===== config.mk =====
export PLATFORM = sky130hd
export DESIGN_NAME = qpsk_sync_detect
export DESIGN_NICKNAME = d
export VERILOG_FILES = /design/src/rtl/qpsk_sync_detect.sv
export SDC_FILE = /design/constraint.sdc
export NUM_CORES = 1
export LEC_CHECK = 0
export CAP_MARGIN = 20
export CORE_MARGIN = 2
export CORE_UTILIZATION = 60
export DETAILED_ROUTE_END_ITERATION = 7
export GPL_ROUTABILITY_DRIVEN = 0
export PLACE_DENSITY = 0.8
export SLEW_MARGIN = 20
export SYNTH_ARGS = -nofsm -noshare
export SYNTH_HDL_FRONTEND = slang
export SYNTH_SLANG_ARGS = --single-unit

===== constraint.sdc =====
create_clock -name CLK -period 9 [get_ports CLK]
set_input_delay 1.8 -clock CLK [delete_from_list [all_inputs] [get_ports CLK]]
set_output_delay 1.8 -clock CLK [all_outputs]
set_load 0.01 [all_outputs]

===== src/rtl/qpsk_sync_detect.sv =====
`default_nettype none
// +----------------------------------------------------------------------------+
// | qpsk_sync_detect: hunts a 2-bit symbol stream for a 32-bit sync word and   |
// | forwards one framed payload of symbols with sof/eof markers.               |
// | Revision: 1.0                                                              |
// +----------------------------------------------------------------------------+
module qpsk_sync_detect #(
  parameter logic [31:0] SYNC_WORD    = 32'hA5F0_3C96,
  parameter int unsigned SYNC_ERR_MAX = 0,
  parameter int unsigned PAYLOAD_SYMS = 256,
  parameter int unsigned GAP_TIMEOUT  = 1023
) (
  input  logic        CLK,
  input  logic        RST,
  input  logic        valid_i,
  input  logic [1:0]  data_i,
  output logic        valid_o,
  output logic [1:0]  data_o,
  output logic        sof_o,
  output logic        eof_o,
  output logic        locked_o,
  output logic        abort_o,
  output logic [15:0] frame_cnt_o
);

  localparam logic [5:0]  ERR_MAX  = 6'(SYNC_ERR_MAX);
  localparam logic [15:0] LAST_SYM = 16'(PAYLOAD_SYMS - 1);
  localparam logic [15:0] GAP_LAST = 16'(GAP_TIMEOUT - 1);
  localparam logic [4:0]  FILL_MAX = 5'd16;
  localparam logic [4:0]  FILL_MIN = 5'd15;

  typedef enum logic [0:0] {
    HUNT    = 1'b0,
    PAYLOAD = 1'b1
  } state_t;

  state_t      state;
  state_t      state_nx;
  logic [31:0] window;
  logic [31:0] window_nx;
  logic [31:0] cand;
  logic [31:0] diff;
  logic [5:0]  err_cnt;
  logic        match;
  logic [4:0]  fill;
  logic [4:0]  fill_nx;
  logic [15:0] sym_cnt;
  logic [15:0] sym_cnt_nx;
  logic [15:0] gap_cnt;
  logic [15:0] gap_cnt_nx;
  logic [15:0] frame_cnt_nx;
  logic        valid_nx;
  logic [1:0]  data_nx;
  logic        sof_nx;
  logic        eof_nx;
  logic        abort_nx;
  logic        locked_nx;

  // Match is judged on the window as it would look with the incoming symbol.
  always_comb begin
    cand    = {data_i, window[31:2]};
    diff    = cand ^ SYNC_WORD;
    err_cnt = '0;
    for (int i = 0; i < 32; i++) begin
      err_cnt = err_cnt + {5'd0, diff[i]};
    end
    match = (err_cnt <= ERR_MAX) && (fill >= FILL_MIN);
  end

  always_comb begin
    state_nx     = state;
    window_nx    = window;
    fill_nx      = fill;
    sym_cnt_nx   = sym_cnt;
    gap_cnt_nx   = gap_cnt;
    frame_cnt_nx = frame_cnt_o;
    valid_nx     = 1'b0;
    data_nx      = 2'b00;
    sof_nx       = 1'b0;
    eof_nx       = 1'b0;
    abort_nx     = 1'b0;

    case (state)
      HUNT: begin
        if (valid_i) begin
          window_nx = cand;
          fill_nx   = (fill == FILL_MAX) ? FILL_MAX : fill + 5'd1;
          if (match) begin
            state_nx   = PAYLOAD;
            sym_cnt_nx = '0;
            gap_cnt_nx = '0;
          end
        end
      end

      PAYLOAD: begin
        if (valid_i) begin
          valid_nx   = 1'b1;
          data_nx    = data_i;
          sof_nx     = (sym_cnt == 16'd0);
          eof_nx     = (sym_cnt == LAST_SYM);
          sym_cnt_nx = sym_cnt + 16'd1;
          gap_cnt_nx = '0;
          if (sym_cnt == LAST_SYM) begin
            state_nx     = HUNT;
            window_nx    = '0;
            fill_nx      = '0;
            frame_cnt_nx = frame_cnt_o + 16'd1;
          end
        end else if (gap_cnt == GAP_LAST) begin
          // A symbol arriving in this cycle takes the branch above instead.
          abort_nx   = 1'b1;
          state_nx   = HUNT;
          window_nx  = '0;
          fill_nx    = '0;
          gap_cnt_nx = '0;
        end else begin
          gap_cnt_nx = gap_cnt + 16'd1;
        end
      end

      default: begin
        state_nx = HUNT;
      end
    endcase

    locked_nx = (state_nx == PAYLOAD);
  end

  always_ff @(posedge CLK) begin
    if (RST) begin
      state <= HUNT;
    end else begin
      state <= state_nx;
    end
  end

  always_ff @(posedge CLK) begin
    if (RST) begin
      window      <= '0;
      fill        <= '0;
      sym_cnt     <= '0;
      gap_cnt     <= '0;
      frame_cnt_o <= '0;
      valid_o     <= 1'b0;
      data_o      <= 2'b00;
      sof_o       <= 1'b0;
      eof_o       <= 1'b0;
      abort_o     <= 1'b0;
      locked_o    <= 1'b0;
    end else begin
      window      <= window_nx;
      fill        <= fill_nx;
      sym_cnt     <= sym_cnt_nx;
      gap_cnt     <= gap_cnt_nx;
      frame_cnt_o <= frame_cnt_nx;
      valid_o     <= valid_nx;
      data_o      <= data_nx;
      sof_o       <= sof_nx;
      eof_o       <= eof_nx;
      abort_o     <= abort_nx;
      locked_o    <= locked_nx;
    end
  end

endmodule
`default_nettype wire


==> results of run 1 <==
kinds of logic after synthesis:
family	after synthesis	synth area share, %
flip-flops	90	38.4
adder cells (fa/ha/maj)	39	14.2
multiplexers	1	0.213
AND/OR/NAND/NOR	170	18.8
AO/OA/AOI/OAI	116	17.3
buffers and inverters	89	8.05
XOR/XNOR	16	2.98
power breakdown:
part	internal (mW)	switching, mW	total [mW]	leakage (nW)
Sequential	0.400	0.00169	0.401	0.725
Combinational	0.0231	0.0339	0.0570	1.09
Clock	0.126	0.138	0.264	0.0921
Total	0.549	0.173	0.722	1.91
area by class of cell:
type	count	area, um2
multi-input cells	342	2520
fillers	612	2480
flip-flops and latches	90	1800
repair buffers	32	308
inverters	61	229
clock buffers	10	128
well taps	102	128
clock inverters	5	56.3
registers in the layout, indices dropped and copies added, names as in the netlist:
register,count
valid_o,1
sof_o,1
fill,5
sym_cnt,16
frame_cnt_o,16
locked_o,1
gap_cnt,16
eof_o,1
window,30
data_o,2
abort_o,1
final timing paths:
path	end	slack, ns	cells past startpoint
worst min register to register	gap_cnt[15]	0.47	1
worst max-delay path	sym_cnt[5]	2.04	19
worst min-delay path	gap_cnt[15]	0.47	1
worst max register to register	sym_cnt[5]	3.63	18
layer usage:
layer  wire (um)  global-route usage, %  vias to the layer above  share of wire, %
li1            -                      -                     1853                 -
met1        4430                   33.1                     1797                48
met2        4290                   36.4                       86                47
met3         393                   4.31                       12               4.3
met4         108                   7.46                        0               1.2
met5           0                      0                        -                 0
synth_stat cells, types with 10 or more instances:
cell type / instances
a21oi_1: 20
a22o_1: 31
clkbuf_1: 19
dfxtp_1: 90
fa_1: 24
ha_1: 15
inv_1: 61
nand2_1: 26
nand3_1: 26
nand4_1: 12
nor2_1: 42
nor3_1: 17
o21ai_0: 20
o21ai_1: 11
o31ai_1: 10
xnor2_1: 12
critical path, stage by stage:
cell and delay [ns]:
clkdlybuf4s50_1 0.47, fa_1 0.56, inv_1 0.06, fa_1 0.49
fa_1 0.55, inv_1 0.06, fa_1 0.49, fa_1 0.51
inv_1 0.05, fa_1 0.47, inv_1 0.04, ha_1 0.20
fa_1 0.48, nor3_1 0.05, and3_1 0.15, a31oi_1 0.17
buf_4 0.22, inv_1 0.11, a311oi_1 0.28
==> flow_summary.yaml, run 1 <==
drt:
  via_per_inst: 5.84
  drtAntennaViolNets: 0
  first_pass_iters: 4
  dr.first_iter.drc_count: 230
  drc: 0
  routed_wl_um: 9220
  vias: 3748
  routedWlPerCell_um: 14.4
global_route:
  overflow: 0
  antenna_found_initial: 0
  first_global_vias: 3557
  grt_pass1_wl_um: 16300
  grt_util_all_layers_pct: 23.4
  grt_max_degree: 44
clock_tree:
  cts_tree: "built"
  htreeDepth: 3
  cts_hold_buffers: 0
  cts_max_path_buffers: 2
  cts_sinks: 90
  clk-insertion-delay-late_ns: 0.35
  numCtsBuffers: 9
  root_buffer: "clkbuf_8"
  post_cts_buffers: 0
  clkTransAtPathRegs_ns: 0.09
  cts-resized-gates: 0
sta:
  max_slew_margin_pct: 53.1
  fmax_ghz: 0.144
  setup_violations: 0
  fin_crit_ns: 6.96
  timing.final.crit_share_pct: 77.3
  rsz0062_at_grt: "false"
  whs_ns: 0.469
  fin_skew_ns: 0.00984
  drv_slew: 0
  fin_ws_ns: 2.04
  worst_pin_slew_ns: 0.702
  hold_viol_final: 0
  fin_tns_setup_ns: 0
logic_synthesis:
  yosysWarnings: 0
  synth_edf_count: 0
  ys_types: 48
  syn_area_per_cell_um2: 9.01
  async_flop_share_pct: 0
  synth_top_area_share_pct: 38.4
  ys_seq_area_share_pct: 38.4
  ys_top_cells_by_area: "dfxtp_1 (38%), fa_1 (10%), a22o_1 (5.8%)"
  synth_cells: 521
  netlist_area_mm2: 0.00470
  synth_ff_type: "dfxtp_1"
  syn_nets: 565
  ys_seq_elements: 90
  yosysTopAreaCell: "dfxtp_1"
finish:
  final_cell_mix: "dfxtp_1 (90), inv_1 (61), nor2_1 (42)"
  fin_nets: 580
  fin_area_mm2: 0.00517
  fin_util_pct: 67.6
  syn_to_final_growth_pct: 10.1
  drive_gt1_share_pct: 4.81
  finalNonFillerCells: 642
  insertedDiodeCount: 0
  final_common_cell: "dfxtp_1"
place:
  dp.cells: 627
  dp_worst_setup_slack_ns: 1.70
  dpl_cell_area_mm2: 0.00499
  dpl.hpwl_um: 6540
  port_buffers: 27
critical_path:
  cp.arrival_ns: 7.21
  required_ns: 9.26
  crit_start: "data_i[0]"
  start_kind: "input port"
  timing.rr.start: "window[10]"
  crit_fanout: 14
  crit_type: "in -> reg"
  end_kind: "flop"
flow_run:
  max_cap_viol_count: 0
power:
  vdd_ir_drop_max_mv: 0.0829
  power_uw: 722
  power_density_mw_per_mm2: 140
  p_leak_nw: 1.91
worst_hold_path:
  hp-class: "reg -> reg"
  worstHoldStart: "gap_cnt[15]"
floorplan:
  chipWidth_um: 92.5
  fp.coreArea_mm2: 0.00765
  start_util_pct: 61.4
  die_y_um: 92.5
  io_pins: 28
  rows: 32
  fp.dieArea_mm2: 0.00855
outcome:
  status: "completed"
Note: power is estimated with default switching activity, not from simulation.
==> run 2, diff against run 1 <==
--- a/config.mk
+++ b/config.mk
@@ -7,10 +7,10 @@
 export LEC_CHECK = 0
 export CAP_MARGIN = 20
 export CORE_MARGIN = 2
-export CORE_UTILIZATION = 60
+export CORE_UTILIZATION = 54
 export DETAILED_ROUTE_END_ITERATION = 7
 export GPL_ROUTABILITY_DRIVEN = 0
-export PLACE_DENSITY = 0.8
+export PLACE_DENSITY = 0.76
 export SLEW_MARGIN = 20
 export SYNTH_ARGS = -nofsm -noshare
 export SYNTH_HDL_FRONTEND = slang
==> constraint.sdc (replaced) <==
create_clock -name CLK -period 5.8 [get_ports CLK]
set_input_delay 1.16 -clock CLK [delete_from_list [all_inputs] [get_ports CLK]]
set_output_delay 1.16 -clock CLK [all_outputs]
set_load 0.01 [all_outputs]
==> run 2 against run 1 <==
Net effect: the flow now finishes with violations (setup timing); register-to-register slack got worse by 3.2 ns; clock skew rose by 0.0058 ns; die area rose by 11%; critical path depth fell by 1; critical endpoint is now sym_cnt[3]; largest power group unchanged.
==> flow_summary.yaml, run 2 (synthesis gave the netlist of run 1 again) <==
sta:
  hold_viol_final: 0
  worst_pin_slew_ns: 0.885
  drv_slew: 0
  setup_violations: 1
  fin_skew_ns: 0.0156
  timing.final.crit_share_pct: 100
  max_slew_margin_pct: 40.7
  fmax_ghz: 0.172
  rsz0062_at_grt: "true"
  fin_ws_ns: -0.00484
  fin_crit_ns: 5.80
  whs_ns: 0.487
worst_hold_path:
  min_to: "frame_cnt_o[1]"
  min_path_cells: 2
  worstHoldStart: "frame_cnt_o[1]"
  hp-class: "reg -> reg"
finish:
  fillers: 697
  fin_nets: 585
  syn_to_final_growth_pct: 16.6
  insertedDiodeCount: 0
  drive_gt1_share_pct: 13.4
  largest_register: "window"
  final_cell_mix: "dfxtp_1 (90), inv_1 (58), nor2_1 (40)"
  regArea_mm2: 0.00180
  fin_area_mm2: 0.00548
  largest_register_ffs: 30
  multiInputGateArea_mm2: 0.00272
  final_common_cell: "dfxtp_1"
place:
  dpl_cell_area_mm2: 0.00504
  dpl.hpwl_um: 6980
  port_buffers: 27
global_route:
  grt_max_degree: 44
  grt_util_all_layers_pct: 21.7
  grt_pass1_wl_um: 17000
  antenna_found_initial: 0
  first_global_vias: 3682
  overflow: 0
clock_tree:
  htreeDepth: 3
  cts_max_path_buffers: 2
  cts_hold_buffers: 0
  clk-insertion-delay-late_ns: 0.36
  root_buffer: "clkbuf_8"
  cts_sinks: 90
  clkTransAtPathRegs_ns: 0.09
  cts_tree: "built"
  numCtsBuffers: 9
power:
  p_sw_share_pct: 25.2
  p_int_uw: 884
  power_density_mw_per_mm2: 216
  p_leak_nw: 2.00
  vdd_ir_drop_max_mv: 0.130
  p_clk_share_pct: 37.3
  p_sw_uw: 298
  sequentialPowerShare_pct: 52.7
  p_comb_share_pct: 10.0
drt:
  dr.first_iter.drc_count: 183
  routedWlPerCell_um: 15.5
  drc: 0
  via_per_inst: 5.82
  first_pass_iters: 4
  drtAntennaViolNets: 0
  vias: 3807
  routed_wl_um: 10200
floorplan:
  io_pins: 28
  start_util_pct: 54.6
  chipWidth_um: 97.3
  fp.coreArea_mm2: 0.00859
  fp.dieArea_mm2: 0.00946
  die_y_um: 97.3
  rows: 34
critical_path:
  crit_start: "data_i[0]"
  crit_fanout: 7
  cp.arrival_ns: 6.07
  rr_endpoint: "sym_cnt[3]"
  start_kind: "input port"
  ff2ff_setup_slack_ns: 0.44
  crit_type: "in -> reg"
  end_kind: "flop"
  required_ns: 6.07
  reg2regPathDepth: 18
  timing.rr.start: "window[4]"
flow_run:
  max_cap_viol_count: 0
outcome:
  violations: "setup timing"
  status: "complete, but fails checks"
## run 2: layer usage
| layer | share of wire, % | vias to the layer above | wire [um] | global-route usage (%) |
|---|---|---|---|---|
| li1 | - | 1866 | - | - |
| met1 | 46 | 1857 | 4670 | 29.2 |
| met2 | 49 | 71 | 4980 | 35.2 |
| met3 | 3.8 | 13 | 385 | 4.46 |
| met4 | 1.2 | 0 | 119 | 7.59 |
| met5 | 0 | - | 0 | 0 |
## run 2: layout make-up
class                      instances  share of cell area, %
sequential                        90                   32.9
clock buffer                      11                   2.58
multi-input combinational        342                   49.6
inverter                          61                   4.18
clock inverter                     5                   1.14
timing repair buffer              37                   7.08
tap                              108                   2.47
## run 2: worst max-delay path: stages
cell	delay, ns
buf_8	0.10
fa_1	0.49
inv_1	0.05
fa_1	0.47
fa_1	0.52
inv_1	0.05
fa_1	0.48
fa_1	0.54
inv_2	0.04
fa_1	0.49
inv_2	0.05
ha_4	0.15
fa_1	0.52
nor3_2	0.04
and3_4	0.19
a31oi_4	0.30
inv_2	0.13
a311oi_2	0.28
## run 2: metrics by stage
step	cells	utilization (%)	power, mW	setup TNS (ns)	setup slack [ns]
finish	654	63.7	1.18	-0.00484	-0.00484
CTS	652	61.5	1.18	0	0.00356
global placement	634	58.7	0.736	-18.78	-0.719
detailed placement	634	58.7	0.742	-22.45	-0.838
global route	654	63.7	1.23	-1.79	-0.106
floorplan	521	-	0.716	0	0.0296
## run 2: power groups by stage
stage	sequential (mW)	clock [mW]	combinational, mW
3_5_place_dp	0.637	0	0.105
5_1_grt	0.623	0.478	0.133
6_report	0.623	0.441	0.118
3_3_place_gp	0.637	0	0.0991
4_1_cts	0.623	0.452	0.108
2_1_floorplan	0.636	0	0.0791
## run 2: how the worst max path moves through the flow
| stage | end | slack, ns | cells after the start |
|---|---|---|---|
| after global placement | gap_cnt[9] | -0.72 | 18 |
| after detailed placement | gap_cnt[8] | -0.84 | 18 |
| after floorplan | gap_cnt[13] | 0.03 | 18 |
| final | sym_cnt[3] | -0.005 | 18 |
| after global routing | gap_cnt[7] | -0.11 | 19 |
| after CTS | sym_cnt[7] | 0.004 | 18 |
## run 2: repair_timing
item / in CTS / in global routing
resized for setup: 8 / 49
setup buffers: 2 / 1
gates cloned: 0 / 1
pin swaps: 3 / 30
setup endpoints to repair: 33 / 33
hold endpoints to repair: 0 / 0
==> run 3, diff against run 2 <==
--- a/config.mk
+++ b/config.mk
@@ -7,10 +7,11 @@
 export LEC_CHECK = 0
 export CAP_MARGIN = 20
 export CORE_MARGIN = 2
-export CORE_UTILIZATION = 54
+export CORE_UTILIZATION = 56
+export CTS_BUF_LIST = sky130_fd_sc_hd__clkbuf_4 sky130_fd_sc_hd__clkbuf_8
 export DETAILED_ROUTE_END_ITERATION = 7
 export GPL_ROUTABILITY_DRIVEN = 0
-export PLACE_DENSITY = 0.76
+export PLACE_DENSITY = 0.79
 export SLEW_MARGIN = 20
 export SYNTH_ARGS = -nofsm -noshare
 export SYNTH_HDL_FRONTEND = slang
==> run 3 against run 2 <==
Net effect: the run now ends clean; clock power up 6.6%; register-to-register slack better by 0.06 ns; critical path depth unchanged; sequential cell count unchanged; hold slack worse by 0.0016 ns; clock skew down 0.0023 ns; via count up 0.16%; largest cell class unchanged.
==> flow_summary.yaml, run 3 (synthesis gave the netlist of run 1 again) <==
outcome:
  status: "completed"
place:
  dp.cells: 633
  dpl.hpwl_um: 6790
  port_buffers: 27
  dp_worst_setup_slack_ns: -0.842
  dpl_cell_area_mm2: 0.00507
global_route:
  antenna_found_initial: 0
  first_global_vias: 3648
  grt_max_degree: 44
  grt_util_all_layers_pct: 23.3
  grt_pass1_wl_um: 16700
  overflow: 0
floorplan:
  io_pins: 28
  start_util_pct: 57.4
  die_y_um: 95.6
  rows: 33
  fp.coreArea_mm2: 0.00818
  chipWidth_um: 95.6
  fp.dieArea_mm2: 0.00913
finish:
  largest_register: "window"
  final_cell_mix: "dfxtp_1 (90), inv_1 (59), nor2_1 (41)"
  fin_area_mm2: 0.00536
  insertedDiodeCount: 0
  fillers: 689
  fin_util_pct: 65.6
  fin_nets: 585
  multiInputGateArea_mm2: 0.00261
  finalNonFillerCells: 650
  final_common_cell: "dfxtp_1"
  syn_to_final_growth_pct: 14.2
  drive_gt1_share_pct: 8.99
  largest_register_ffs: 30
  regArea_mm2: 0.00180
power:
  p_comb_share_pct: 9.6
  power_mw: 1.21
  p_int_uw: 914
  power_density_mw_per_mm2: 225
  p_leak_nw: 1.97
  vdd_ir_drop_max_mv: 0.168
  p_sw_uw: 295
  p_sw_share_pct: 24.4
  p_clk_share_pct: 38.9
  sequentialPowerShare_pct: 51.5
drt:
  vias: 3813
  routedWlPerCell_um: 15.0
  first_pass_iters: 5
  dr.first_iter.drc_count: 213
  drtAntennaViolNets: 0
  via_per_inst: 5.87
  routed_wl_um: 9770
  drc: 0
sta:
  rsz0062_at_grt: "true"
  setup_violations: 0
  fin_tns_setup_ns: 0
  fmax_ghz: 0.177
  fin_crit_ns: 5.66
  drv_slew: 0
  worst_pin_slew_ns: 0.745
  fin_skew_ns: 0.0133
  hold_viol_final: 0
  max_slew_margin_pct: 50.2
  fin_ws_ns: 0.139
  whs_ns: 0.485
  timing.final.crit_share_pct: 97.6
clock_tree:
  cts_max_path_buffers: 2
  cts_tree: "built"
  cts_hold_buffers: 0
  root_buffer: "clkbuf_8"
  htreeDepth: 3
  cts_sinks: 90
  numCtsBuffers: 9
  clk-insertion-delay-late_ns: 0.37
  clkTransAtPathRegs_ns: 0.08
critical_path:
  crit_type: "in -> reg"
  timing.rr.start: "window[4]"
  rr_endpoint: "sym_cnt[3]"
  crit_fanout: 6
  end_kind: "flop"
  start_kind: "input port"
  reg2regPathDepth: 18
  crit_start: "data_i[0]"
  required_ns: 6.07
  endpoint: "sym_cnt[3]"
  ff2ff_setup_slack_ns: 0.50
  cp.arrival_ns: 5.93
flow_run:
  max_cap_viol_count: 0
worst_hold_path:
  hp-class: "reg -> reg"
==> run 3: cell types whose count changed in the layout (fill, tap and decap cells not counted), sizes merged <==
cell | before | now
buf | 10 | 11
clkinvlp | 2 | 0
clkbuf | 12 | 9
clkinv | 1 | 3
bufinv | 1 | 2
==> run 3: what timing repair did <==
item | in CTS | in global routing
pin swaps | 14 | 13
gates cloned | 0 | 0
resized for setup | 17 | 7
setup endpoints to repair | 33 | 32
buffers inserted | 2 | 0
endpoints found under the hold margin | 0 | 0
==> run 3: power groups by stage <==
stage	Clock [mW]	Sequential (mW)	Combinational (mW)
2_1_floorplan	0	0.636	0.0791
3_3_place_gp	0	0.637	0.103
6_report	0.470	0.623	0.116
3_5_place_dp	0	0.637	0.109
5_1_grt	0.506	0.623	0.134
4_1_cts	0.479	0.623	0.118
==> run 3: worst max-delay path: stages <==
cell and delay [ns]:
buf_8 0.10, fa_1 0.49, inv_1 0.05, fa_1 0.45, fa_1 0.51, inv_2 0.05
fa_1 0.47, fa_1 0.51, inv_1 0.05, fa_1 0.47, inv_1 0.04, ha_2 0.17
fa_1 0.50, nor3_2 0.05, and3_4 0.20, a31oi_4 0.30, inv_2 0.12, a311oi_1 0.27
==> run 3: worst min-delay path by stage <==
stage | start | end | slack [ns] | cells past startpoint
floorplan | gap_cnt[15] | gap_cnt[15] | 0.43 | 1
global placement | gap_cnt[15] | gap_cnt[15] | 0.45 | 1
detailed placement | gap_cnt[15] | gap_cnt[15] | 0.46 | 1
CTS | gap_cnt[15] | gap_cnt[15] | 0.48 | 1
global route | gap_cnt[15] | gap_cnt[15] | 0.51 | 1
finish | gap_cnt[15] | gap_cnt[15] | 0.49 | 1
==> run 3: layout make-up <==
type / instances / area share, %
multi-input combinational: 342 / 48.6
sequential: 90 / 33.6
timing repair buffer: 37 / 7.07
inverter: 61 / 4.27
tap: 105 / 2.45
clock buffer: 9 / 2.31
clock inverter: 6 / 1.70
==> run 3: layer usage <==
metal | up-vias | wire length (um) | GRT usage (%)
met5 | - | 0 | 0
met4 | 0 | 175 | 7.38
met3 | 19 | 380 | 5.85
met2 | 80 | 4780 | 38.7
met1 | 1849 | 4440 | 29.7
li1 | 1865 | - | -
